$ cat config.mk
export PLATFORM = sky130hd
export DESIGN_NAME = aer_out_tx
export DESIGN_NICKNAME = d
export VERILOG_FILES = /design/src/rtl/aer_out_tx.sv
export SDC_FILE = /design/constraint.sdc
export NUM_CORES = 1
export LEC_CHECK = 0
export ABC_CLOCK_PERIOD_IN_PS = 3150
export CAP_MARGIN = 20
export CORE_MARGIN = 8
export CORE_UTILIZATION = 30
export CTS_BUF_LIST = sky130_fd_sc_hd__clkbuf_4 sky130_fd_sc_hd__clkbuf_8 sky130_fd_sc_hd__clkbuf_16
export DETAILED_ROUTE_END_ITERATION = 10
export GPL_ROUTABILITY_DRIVEN = 0
export GPL_TIMING_DRIVEN = 0
export SLEW_MARGIN = 15
export SYNTH_ARGS = -nofsm -noshare
export SYNTH_HDL_FRONTEND = slang
export SYNTH_SLANG_ARGS = --single-unit
$ cat constraint.sdc
create_clock -name clk -period 3.15 [get_ports clk]
set_input_delay 0.63 -clock clk [delete_from_list [all_inputs] [get_ports clk]]
set_output_delay 0.63 -clock clk [all_outputs]
set_load 0.05 [all_outputs]
$ cat src/rtl/aer_out_tx.sv
// AER output transmitter: queues neuron-array events in a FIFO and drives a
// 4-phase REQ/ACK handshake toward an off-core receiver with an asynchronous ACK.
`timescale 1ns/1ps
module aer_out_tx #(
    parameter int CORE_W     = 8,
    parameter int CORE_H     = 8,
    parameter int CORE_C     = 8,
    parameter int FIFO_DEPTH = 16,
    parameter int SETUP_CYC  = 1
) (
    input  logic                                                  clk,
    input  logic                                                  rst,
    input  logic                                                  SPK_VALID,
    output logic                                                  SPK_READY,
    input  logic [1:0]                                            SPK_TYPE,
    input  logic [$clog2(CORE_C)-1:0]                             SPK_CH,
    input  logic [$clog2(CORE_W*CORE_H)-1:0]                      SPK_NEUR,
    output logic                                                  AEROUT_REQ,
    output logic [2+$clog2(CORE_C)+$clog2(CORE_W*CORE_H)-1:0]     AEROUT_ADDR,
    input  logic                                                  AEROUT_ACK,
    input  logic                                                  CNT_CLR,
    output logic [$clog2(FIFO_DEPTH):0]                           FIFO_LEVEL,
    output logic                                                  BUSY,
    output logic [15:0]                                           EVT_CNT,
    output logic                                                  ERR_RSVD
);
    localparam int AW    = 2 + $clog2(CORE_C) + $clog2(CORE_W*CORE_H);
    localparam int PTR_W = $clog2(FIFO_DEPTH);
    localparam int LVL_W = PTR_W + 1;
    localparam int SC_W  = (SETUP_CYC > 1) ? $clog2(SETUP_CYC) : 1;

    typedef enum logic [1:0] {IDLE, SETUP, WAIT_ACK, WAIT_REL} state_t;

    state_t            state_q, state_d;
    logic [AW-1:0]     mem_q [FIFO_DEPTH];
    logic [PTR_W-1:0]  wr_ptr_q, wr_ptr_d, rd_ptr_q, rd_ptr_d;
    logic [LVL_W-1:0]  level_q, level_d;
    logic              ready_q, ready_d;
    logic              avail_q, avail_d;
    logic              ack_meta_q, ack_s_q;
    logic              req_q, req_d;
    logic [AW-1:0]     addr_q, addr_d;
    logic [SC_W-1:0]   setup_cnt_q, setup_cnt_d;
    logic [15:0]       evt_cnt_q, evt_cnt_d;
    logic              err_q, err_d;
    logic              accept, push, pop;

    assign accept = SPK_VALID && ready_q;
    assign push   = accept && (SPK_TYPE != 2'b11);

    // NOTE: every variable gets a default at the top of the block so no path
    // leaves one unassigned, which would otherwise infer a latch.
    always_comb begin
        state_d     = state_q;
        req_d       = req_q;
        addr_d      = addr_q;
        setup_cnt_d = setup_cnt_q;
        evt_cnt_d   = evt_cnt_q;
        pop         = 1'b0;

        case (state_q)
            IDLE: begin
                // A stale ACK left over from a reset must settle low before a new transfer.
                if (avail_q && !ack_s_q) begin
                    pop         = 1'b1;
                    addr_d      = mem_q[rd_ptr_q];
                    setup_cnt_d = '0;
                    state_d     = SETUP;
                end
            end
            SETUP: begin
                if (setup_cnt_q == SC_W'(SETUP_CYC - 1)) begin
                    req_d   = 1'b1;
                    state_d = WAIT_ACK;
                end else begin
                    setup_cnt_d = setup_cnt_q + 1'b1;
                end
            end
            WAIT_ACK: begin
                if (ack_s_q) begin
                    req_d   = 1'b0;
                    state_d = WAIT_REL;
                    if (evt_cnt_q != 16'hFFFF) evt_cnt_d = evt_cnt_q + 16'd1;
                end
            end
            WAIT_REL: begin
                if (!ack_s_q) state_d = IDLE;
            end
            default: state_d = IDLE;
        endcase

        if (CNT_CLR) evt_cnt_d = '0;
        err_d = CNT_CLR ? 1'b0 : (err_q || (accept && SPK_TYPE == 2'b11));

        wr_ptr_d = wr_ptr_q + PTR_W'(push);
        rd_ptr_d = rd_ptr_q + PTR_W'(pop);
        level_d  = level_q + LVL_W'(push) - LVL_W'(pop);
        ready_d  = (level_d != LVL_W'(FIFO_DEPTH));
        // Availability lags the level by one cycle, so a word pushed at one edge is
        // popped no earlier than two edges later; a pop is never followed by
        // another IDLE cycle soon enough for the lag to matter.
        avail_d  = (level_q != '0);
    end

    // NOTE: sequential state uses non-blocking assignments only, so every flop
    // samples the pre-edge values regardless of statement order.
    always_ff @(posedge clk or posedge rst) begin
        if (rst) begin
            state_q     <= IDLE;
            wr_ptr_q    <= '0;
            rd_ptr_q    <= '0;
            level_q     <= '0;
            ready_q     <= 1'b1;
            avail_q     <= 1'b0;
            ack_meta_q  <= 1'b0;
            ack_s_q     <= 1'b0;
            req_q       <= 1'b0;
            addr_q      <= '0;
            setup_cnt_q <= '0;
            evt_cnt_q   <= '0;
            err_q       <= 1'b0;
        end else begin
            state_q     <= state_d;
            wr_ptr_q    <= wr_ptr_d;
            rd_ptr_q    <= rd_ptr_d;
            level_q     <= level_d;
            ready_q     <= ready_d;
            avail_q     <= avail_d;
            ack_meta_q  <= AEROUT_ACK;
            ack_s_q     <= ack_meta_q;
            req_q       <= req_d;
            addr_q      <= addr_d;
            setup_cnt_q <= setup_cnt_d;
            evt_cnt_q   <= evt_cnt_d;
            err_q       <= err_d;
        end
    end

    // NOTE: the storage array has no reset; the pointers and level alone decide
    // which entries are meaningful, so stale contents are never observed.
    always_ff @(posedge clk) begin
        if (push) mem_q[wr_ptr_q] <= {SPK_TYPE, SPK_CH, SPK_NEUR};
    end

    assign SPK_READY   = ready_q;
    assign AEROUT_REQ  = req_q;
    assign AEROUT_ADDR = addr_q;
    assign FIFO_LEVEL  = level_q;
    assign BUSY        = (level_q != '0) || (state_q != IDLE);
    assign EVT_CNT     = evt_cnt_q;
    assign ERR_RSVD    = err_q;
endmodule

# Word level (Yosys, flattened, before mapping)

Memories as Yosys holds them, arrays and structs flattened. A register that Yosys moved wholly into a read port is not among the register bits.
Index checks and enable logic that the tools add are counted.

$add $sub $neg: 6
Equality and inequality tests: 11
Mux-type cells: 20
Reduce and logical (&&, ||, !) cells: 20

Operator list:

| cell                    | number |
|---|---|
| $mux W16                | 4 |
| $add A16 B1 Y16 const B | 1 |
| $ne A16 B16 Y1 const B  | 1 |
| $reduce_bool A2 Y1      | 6 |
| $ne A2 B2 Y1 const B    | 5 |
| $mux W1                 | 9 |
| $add A4 B1 Y4           | 2 |
| $mux W2                 | 4 |
| $pmux W2 S4             | 1 |
| $eq A2 B2 Y1 const B    | 3 |
| $reduce_and A3 Y1       | 2 |
| $add A5 B1 Y5           | 1 |
| $ne A5 B5 Y1 const B    | 1 |
| $reduce_bool A5 Y1      | 1 |
| $sub A5 B1 Y5           | 1 |
| $logic_and A1 B1 Y1     | 4 |
| $pmux W1 S2             | 2 |
| $reduce_and A2 Y1       | 2 |
| $reduce_and A4 Y1       | 1 |
| $eq A2 B1 Y1 const B    | 1 |
| $logic_not A2 Y1        | 1 |
| $logic_or A1 B1 Y1      | 2 |
| $add A1 B1 Y1 const B   | 1 |
| $logic_not A1 Y1        | 1 |

Bits in registers: 38
Memory bits (writable): 176
Input port bits: 16
Output and inout bits: 36
Logic and storage cells: 70
Memories kept: 1

Memory list:

| name  | words | bits a word | rd ports | clocked after memory_dff | write ports | RTL line | source |
|---|---|---|---|---|---|---|---|
| mem_q | 16    | 11          | 1        | 1                        | 1           | 35       | `logic [AW-1:0] mem_q [FIFO_DEPTH];` |

# Depth between registers and ports, before layout

Gate-level depths: netlist (run 1).

Depth after elaboration: 6
Mapped depth: 14

# Least setup slack after synthesis (run 1)

OpenSTA, ideal clock, no wires.

Path kind: reg2reg
Start point: reg state_q[0]
End point: reg ready_q (netlist: SPK_READY)
Data arrival time: 2.380 ns
Required time: 3.064 ns
Setup slack: 0.684 ns
Cell stages (with the launch flop): 13
Path buffers: 1
Clock period less this slack: 2.466 ns
Path through: dfrtp_1 -> inv_1 -> ha_1 -> inv_1 -> nor3_1 -> clkbuf_1 -> nand2_1 -> fa_1 -> a21oi_1 -> nor2_1 -> nor2_1 -> xnor2_1 -> nand3b_1

Word-level cells in the longest chain between the ends: 4

Ends and longest elaborated chain:

| what                   | RTL line | source |
|---|---|---|
| from (decl)            | 34       | `state_t state_q, state_d;` |
| from (signal assigned) | 123      | `state_q <= state_d;` |
| $logic_not A2 Y1       | 61       | `case (state_q)` |
| $mux W1                | 61       |  |
| $sub A5 B1 Y5          | 97       | `level_d = level_q + LVL_W'(push) - LVL_W'(pop);` |
| via level_d[4]         | 37       | `logic [LVL_W-1:0] level_q, level_d;` |
| $ne A5 B5 Y1           | 98       | `ready_d = (level_d != LVL_W'(FIFO_DEPTH));` |
| via ready_d            | 38       | `logic ready_q, ready_d;` |
| to (signal assigned)   | 127      | `ready_q <= ready_d;` |
| to (decl)              | 38       |  |

The timed path passes the listed nets, and every way through them passes these cells.
A chain may end at the register's enable or synchronous reset.

# Final worst setup path (run 1)

Start point: in SPK_TYPE[0]
End point: mem mem_q[8][0] in the netlist's numbering (enable)

Word-level cells in the longest chain between the ends: 4

Ends and longest elaborated chain:

| what                          | RTL line | source |
|---|---|---|
| from (decl)                   | 15       | `input logic [1:0] SPK_TYPE,` |
| $ne A2 B2 Y1                  | 49       | `assign push = accept && (SPK_TYPE != 2'b11);` |
| $logic_and A1 B1 Y1           | 49       |  |
| $mux W1                       | 142      | `if (push) mem_q[wr_ptr_q] <= {SPK_TYPE, SPK_CH, SPK_NEUR};` |
| $mux W1 (not written as such) | 142      |  |
| to (decl)                     | 35       |  |

No other way between the ends.

==> impl_metrics.yaml, run 1 <==
run_status:
  run_status: "complete, no violations"
critical_path:
  crit_path_start_kind: "input port"
  worst-endpoint-arrival_ps: 3050
  timing.setup.critical_path_class: "input port to flip-flop"
  r2r-start: "state_q[1]"
  crit_end_element: "flip-flop"
  worst-endpoint-required_ps: 3270
  critical_path.max_fanout: 18
  setup.worst_path.start: "SPK_TYPE[0]"
cts:
  h-tree-depth: 1
  cts-resized-gates: 1
  cts.reportedPaths.clkPinSlew_ps: 60
  cts_hold_buffers: 0
  cts_root_buf: "sky130_fd_sc_hd__clkbuf_16"
  cts_post_setup_buffers_inserted: 0
  cts_tree: "yes"
  cts_num_sinks: 224
  cts_inserted_buffers: 22
  ctsLongestPathBuffers: 3
  clk_latency_ps: 520
timing:
  timing.final.setup_violations: 0
  fmax_mhz: 342
  postLayoutSetupSlackWorst_ps: 224
  rsz_0062_raised_after_global_routing: "no"
  slew_headroom_pct: 26.7
  final_hold_viol_count: 0
  layout_worst_path_cycle_share_pct: 92.9
  timing.final.crit_period_ps: 2930
  worstMarginPinSlew_ps: 1100
  final-max-slew-violation-count: 0
  clock-skew-final_ps: 19.9
die:
  std_cell_rows: 63
  die_area_um2: 36000
  die_h_um: 190
  fp.coreArea_um2: 29700
  floorplan.initialDensity_pct: 30.5
  io-pin-count: 52
  chipWidth_um: 190
synth:
  yosysWarningCount: 0
  synth.distinct_cells: 42
  ys_ff_latch: 224
  total_standard_cell_area_after_synthesis_um2: 9050
  synth_flop_cell: "sky130_fd_sc_hd__edfxtp_1"
  count_of_flip_flops_with_a_built_in_enable_after_synthesis: 176
  synth-async-reset-ratio_pct: 21.4
  synth_sequential_area_ratio_pct: 71.7
  post_synth.cell_area_avg_um2: 16.4
  syn-num-nets: 584
  synth_cells: 553
grt:
  grt_antenna_before_repair: 0
  groute.usage.overall_pct: 10.8
  grt_max_degree: 34
  grt_pass1_vias: 5073
  grt_pass1_wl_mm: 30.4
  grt_overflow_total: 0
min_path:
  hold_path_startpoint: "ack_meta_q"
  timing.hold.worst.class: "flip-flop to flip-flop"
cells_and_area:
  num_antenna_cells: 0
  final_nets: 667
  layout-drive-gt1-share_pct: 19.0
  layout.cells.non_filler: 1042
  post-route-util_pct: 37.0
  fin_area_um2: 11000
  synthToLayoutAreaGrowth_pct: 21.6
placement:
  place_area_um2: 10200
  placement.setup.worst_slack_ps: -316
  dpl.cell_count: 1001
  place.detailed.hpwl_mm: 13.1
  port_buffers: 50
drt:
  drt_wl_total_mm: 19.8
  drt-pass1-iter-count: 5
  vias: 4918
  detail-route-antenna-nets: 0
  drt-initial-drc-count: 352
  route.detailed.drc: 0
  vias_per_cell: 4.72
  drt-wirelength-per-cell_um: 19.0
power_and_ir_drop:
  leakage_nw: 3.81
  totalPowerFinal_w: 0.00984
  power.ir.vdd_worst_uv: 310
  power_density_nw_per_um2: 895
job:
  max_cap_viol_count: 0
==> synth_stat cells (2+ instances only) <==
library cell	count	area, um^2
sky130_fd_sc_hd__or3_1	4	25.0
sky130_fd_sc_hd__buf_4	3	22.5
sky130_fd_sc_hd__nand3b_1	3	22.5
sky130_fd_sc_hd__a2111oi_0	2	17.5
sky130_fd_sc_hd__dfrtp_1	47	1180
sky130_fd_sc_hd__xor2_1	9	78.8
sky130_fd_sc_hd__buf_2	9	45.0
sky130_fd_sc_hd__nand2b_1	5	31.3
sky130_fd_sc_hd__nor4_1	2	12.5
sky130_fd_sc_hd__a21oi_1	11	55.1
sky130_fd_sc_hd__nand2_1	24	90.1
sky130_fd_sc_hd__inv_1	10	37.5
sky130_fd_sc_hd__xnor2_1	12	105
sky130_fd_sc_hd__mux4_2	25	563
sky130_fd_sc_hd__a211oi_1	2	15.0
sky130_fd_sc_hd__clkbuf_1	9	33.8
sky130_fd_sc_hd__o21ai_0	13	65.1
sky130_fd_sc_hd__nand3_1	11	55.1
sky130_fd_sc_hd__o22ai_1	18	113
sky130_fd_sc_hd__nor2_1	44	165
sky130_fd_sc_hd__nor2b_1	6	37.5
sky130_fd_sc_hd__nand4_1	8	50.1
sky130_fd_sc_hd__mux2i_1	28	280
sky130_fd_sc_hd__or2_2	2	12.5
sky130_fd_sc_hd__edfxtp_1	176	5290
sky130_fd_sc_hd__mux2_2	19	214
sky130_fd_sc_hd__buf_1	4	15.0
sky130_fd_sc_hd__nor3_1	20	100
sky130_fd_sc_hd__ha_1	14	175
==> sequential cells by signal (all words and copies together) (netlist names) <==
| name | count |
|---|---|
| AEROUT_ADDR | 11 |
| AEROUT_REQ | 1 |
| ERR_RSVD | 1 |
| EVT_CNT | 16 |
| FIFO_LEVEL | 5 |
| SPK_READY | 1 |
| ack_meta_q | 1 |
| ack_s_q | 1 |
| avail_q | 1 |
| mem_q | 176 |
| rd_ptr_q | 4 |
| state_q | 2 |
| wr_ptr_q | 4 |
==> critical path, stage by stage <==
cell and delay [ps]:
sky130_fd_sc_hd__clkdlybuf4s50_1 740, sky130_fd_sc_hd__nand2_1 190, sky130_fd_sc_hd__nand3_1 160, sky130_fd_sc_hd__or3_1 440
sky130_fd_sc_hd__nor2_1 870
==> final cells by class <==
cell class | count | area (um^2)
fill | 2722 | 18700
sequential | 224 | 6490
multi-input combinational | 294 | 2450
clock buffer | 28 | 614
timing repair buffer | 59 | 596
tap | 390 | 488
clock inverter | 12 | 214
buffer | 25 | 120
inverter | 10 | 37.5
==> worst paths after layout <==
check	end	slack (ps)	cells past startpoint
worst max register to register	SPK_READY	300	12
max in group asynchronous	AEROUT_ADDR[0]	2010	3
worst min register to register	ack_s_q	350	0
min in group asynchronous	EVT_CNT[7]	580	2
worst max-delay path	mem_q[8][0]	220	5
worst min-delay path	ack_s_q	350	0
==> per-stage QoR <==
stage / setup TNS, ps / hold slack, ps
final: 0 / 355
after global routing: 0 / 367
after CTS: 0 / 361
after detailed placement: -12200 / 346
after global placement: -67620 / 350
after floorplan: 0 / 331
==> cells in the final DEF (no fill, tap or decap), drive strengths merged, types with 2 or more instances in the layout <==
cell | netlist | routed
nor4 | 3 | 3
clkdlybuf4s50 | 0 | 50
nand3 | 12 | 12
a211oi | 2 | 2
xor2 | 9 | 9
mux2i | 28 | 28
edfxtp | 176 | 176
clkinv | 0 | 5
inv | 10 | 10
buf | 16 | 25
nor2b | 6 | 6
or2 | 2 | 2
nand2 | 24 | 24
dfrtp | 47 | 47
a2111oi | 2 | 2
bufinv | 0 | 5
clkbuf | 9 | 37
mux2 | 19 | 19
a21oi | 11 | 11
o21ai | 13 | 13
nor3 | 20 | 20
o22ai | 18 | 18
xnor2 | 12 | 12
or3 | 4 | 4
ha | 14 | 14
nor2 | 44 | 44
nand4 | 8 | 8
mux4 | 25 | 25
nand2b | 5 | 5
clkinvlp | 0 | 2
nand3b | 3 | 3
==> layer usage <==
layer | up-vias | routed length (um) | part of all wire, % | GRT usage, %
li1 | 2280 | - | - | -
met1 | 2498 | 8540 | 43 | 13.9
met2 | 117 | 9930 | 50 | 18.8
met3 | 23 | 986 | 5.0 | 1.72
met4 | 0 | 322 | 1.6 | 2.92
met5 | - | 0 | 0 | 0
==> kinds of logic (layout without fill, tap and decap cells) <==
logic type / count (synthesis) / count (layout) / synth area share (%)
AO/OA/AOI/OAI: 50 / 50 / 3.30
XOR/XNOR: 21 / 21 / 2.03
adder cells (fa/ha/maj): 15 / 15 / 2.16
buffers and inverters: 35 / 134 / 1.70
flip-flops: 224 / 224 / 71.7
multiplexers: 72 / 72 / 11.7
AND/OR/NAND/NOR: 136 / 136 / 7.46
==> report_power, final <==
part           leakage, nW  internal [W]  switching [W]
Sequential            2.18       0.00360       0.000191
Clock                0.402       0.00181        0.00110
Combinational         1.23       0.00125        0.00190
Total                 3.81       0.00665        0.00319
(Power assumes the default switching activity.)
==> run 2, diff against run 1 <==
--- a/config.mk
+++ b/config.mk
@@ -11,9 +11,10 @@
 export CORE_UTILIZATION = 30
 export CTS_BUF_LIST = sky130_fd_sc_hd__clkbuf_4 sky130_fd_sc_hd__clkbuf_8 sky130_fd_sc_hd__clkbuf_16
 export DETAILED_ROUTE_END_ITERATION = 10
+export DONT_BUFFER_PORTS = 1
 export GPL_ROUTABILITY_DRIVEN = 0
 export GPL_TIMING_DRIVEN = 0
-export SLEW_MARGIN = 15
+export SLEW_MARGIN = 0
 export SYNTH_ARGS = -nofsm -noshare
 export SYNTH_HDL_FRONTEND = slang
 export SYNTH_SLANG_ARGS = --single-unit
==> impl_metrics.yaml, run 2 (synthesis gave the netlist of run 1 again) <==
cells_and_area:
  post-route-util_pct: 35.3
  final_nets: 627
  num_antenna_cells: 0
  largest_register_ff_count: 176
  synthToLayoutAreaGrowth_pct: 16.0
  layout.cells.non_filler: 1003
  largest_register: "mem_q"
  final_common_cell: "sky130_fd_sc_hd__edfxtp_1"
  layout-drive-gt1-share_pct: 19.7
  fin_area_um2: 10500
  most-common-layout-cells: "sky130_fd_sc_hd__edfxtp_1, sky130_fd_sc_hd__dfrtp_1, sky130_fd_sc_hd__nor2_1"
die:
  std_cell_rows: 63
  chipWidth_um: 190
  die_h_um: 190
  fp.coreArea_um2: 29700
  floorplan.initialDensity_pct: 30.5
  die_area_um2: 36000
  io-pin-count: 52
cts:
  ctsLongestPathBuffers: 3
  cts_num_sinks: 224
  cts_tree: "yes"
  cts_root_buf: "sky130_fd_sc_hd__clkbuf_16"
  h-tree-depth: 1
  cts.reportedPaths.clkPinSlew_ps: 60
  cts_post_setup_buffers_inserted: 0
  clk_latency_ps: 520
  cts_inserted_buffers: 23
timing:
  worstMarginPinSlew_ps: 804
  final-max-slew-violation-count: 0
  timing.final.setup_violations: 0
  fmax_mhz: 359
  layout_worst_path_cycle_share_pct: 88.4
  clock-skew-final_ps: 17.0
  postLayoutSetupSlackWorst_ps: 364
  slew_headroom_pct: 46.4
  timing.final.crit_period_ps: 2790
  rsz_0062_raised_after_global_routing: "no"
  hold-worst-slack_ps: 148
  final_hold_viol_count: 0
grt:
  grt_pass1_wl_mm: 30.4
  grt_max_degree: 39
  groute.usage.overall_pct: 11.0
  grt_overflow_total: 0
  grt_antenna_before_repair: 0
  grt_pass1_vias: 4809
critical_path:
  critical_path.max_fanout: 10
  r2r_cells: 11
  crit_path_start_kind: "flip-flop"
  crit_end_element: "flip-flop"
  setup.reg_to_reg.worst_slack_ps: 360
  worst-endpoint-arrival_ps: 3210
  worst-endpoint-required_ps: 3580
  timing.setup.critical_path_class: "flip-flop to flip-flop"
drt:
  drt_wl_total_mm: 19.8
  vias: 4798
  detail-route-antenna-nets: 0
  drt-wirelength-per-cell_um: 19.7
  vias_per_cell: 4.78
  drt-pass1-iter-count: 5
  drt-initial-drc-count: 244
  route.detailed.drc: 0
power_and_ir_drop:
  power.ir.vdd_worst_uv: 402
  leakage_nw: 3.64
  power_density_nw_per_um2: 891
min_path:
  min_delay_path_depth: 0
  timing.hold.worst.class: "input port to flip-flop"
job:
  max_cap_viol_count: 0
placement:
  port_buffers: 0
  place.detailed.hpwl_mm: 13.5
  placement.setup.worst_slack_ps: -105
  place_area_um2: 9730
  dpl.cell_count: 959
run_status:
  run_status: "complete, no violations"
## run 2: cell types whose count changed in the layout (fill, tap and decap cells not counted), moves of 3 or more
cell,previous run,this run
sky130_fd_sc_hd__buf_6,2,9
sky130_fd_sc_hd__bufinv_16,5,2
sky130_fd_sc_hd__clkdlybuf4s50_1,50,0
sky130_fd_sc_hd__clkinv_1,1,8
sky130_fd_sc_hd__nor2_1,37,44
sky130_fd_sc_hd__nor2_2,7,0
## run 2: power by group
group          internal (W)  switching [W]  total (W)
clock network       0.00154        0.00111    0.00265
registers           0.00358       0.000652    0.00424
logic               0.00107        0.00140    0.00246
total               0.00619        0.00316    0.00936
## run 2: per-stage QoR
stage / total power [W] / TNS (ps)
3_3_place_gp: 0.00670 / -2500
2_1_floorplan: 0.00601 / 0
3_5_place_dp: 0.00678 / -105
4_1_cts: 0.00945 / 0
5_1_grt: 0.00982 / 0
6_report: 0.00936 / 0
## run 2: metal layers
metal  track usage, %  share of wire (%)  vias to the layer above
met5                0                  0                        -
met4             3.04                1.4                        0
met3             2.34                5.4                       21
met2             18.6                 50                       98
met1             14.0                 43                     2467
li1                 -                  -                     2212
## run 2: path summary, 6_finish.rpt
kind                             from    endpoint
max                        state_q[0]   SPK_READY
min                        AEROUT_ACK  ack_meta_q
max reg2reg                state_q[0]   SPK_READY
min reg2reg                ack_meta_q     ack_s_q
max in group asynchronous         rst   SPK_READY
min in group asynchronous         rst  EVT_CNT[7]
## run 2: repair_timing
action,in CTS,in global routing
setup endpoints to repair,1,1
endpoints found under the hold margin,10,0
hold buffers,1,0
resized for setup,1,1
## run 2: cell type report
cell class	instances	area (um^2)
Timing Repair Buffer	18	190
Tap cell	390	488
Buffer	25	118
Clock buffer	26	598
Clock inverter	16	141
Inverter	10	37.5
Multi-Input combinational cell	294	2440
Fill cell	2793	19200
Sequential cell	224	6490
## run 2: worst max-delay path, cell delays in order, from the launching register on
cell                       delay [ps]
sky130_fd_sc_hd__dfrtp_1          400
sky130_fd_sc_hd__inv_1            120
sky130_fd_sc_hd__ha_1             230
sky130_fd_sc_hd__inv_1             80
sky130_fd_sc_hd__nor3_2           250
sky130_fd_sc_hd__clkbuf_2         370
sky130_fd_sc_hd__nand2_1          190
sky130_fd_sc_hd__nand2_1          100
sky130_fd_sc_hd__ha_1             180
sky130_fd_sc_hd__fa_1             440
sky130_fd_sc_hd__nor3_1           230
sky130_fd_sc_hd__nand3b_1         110
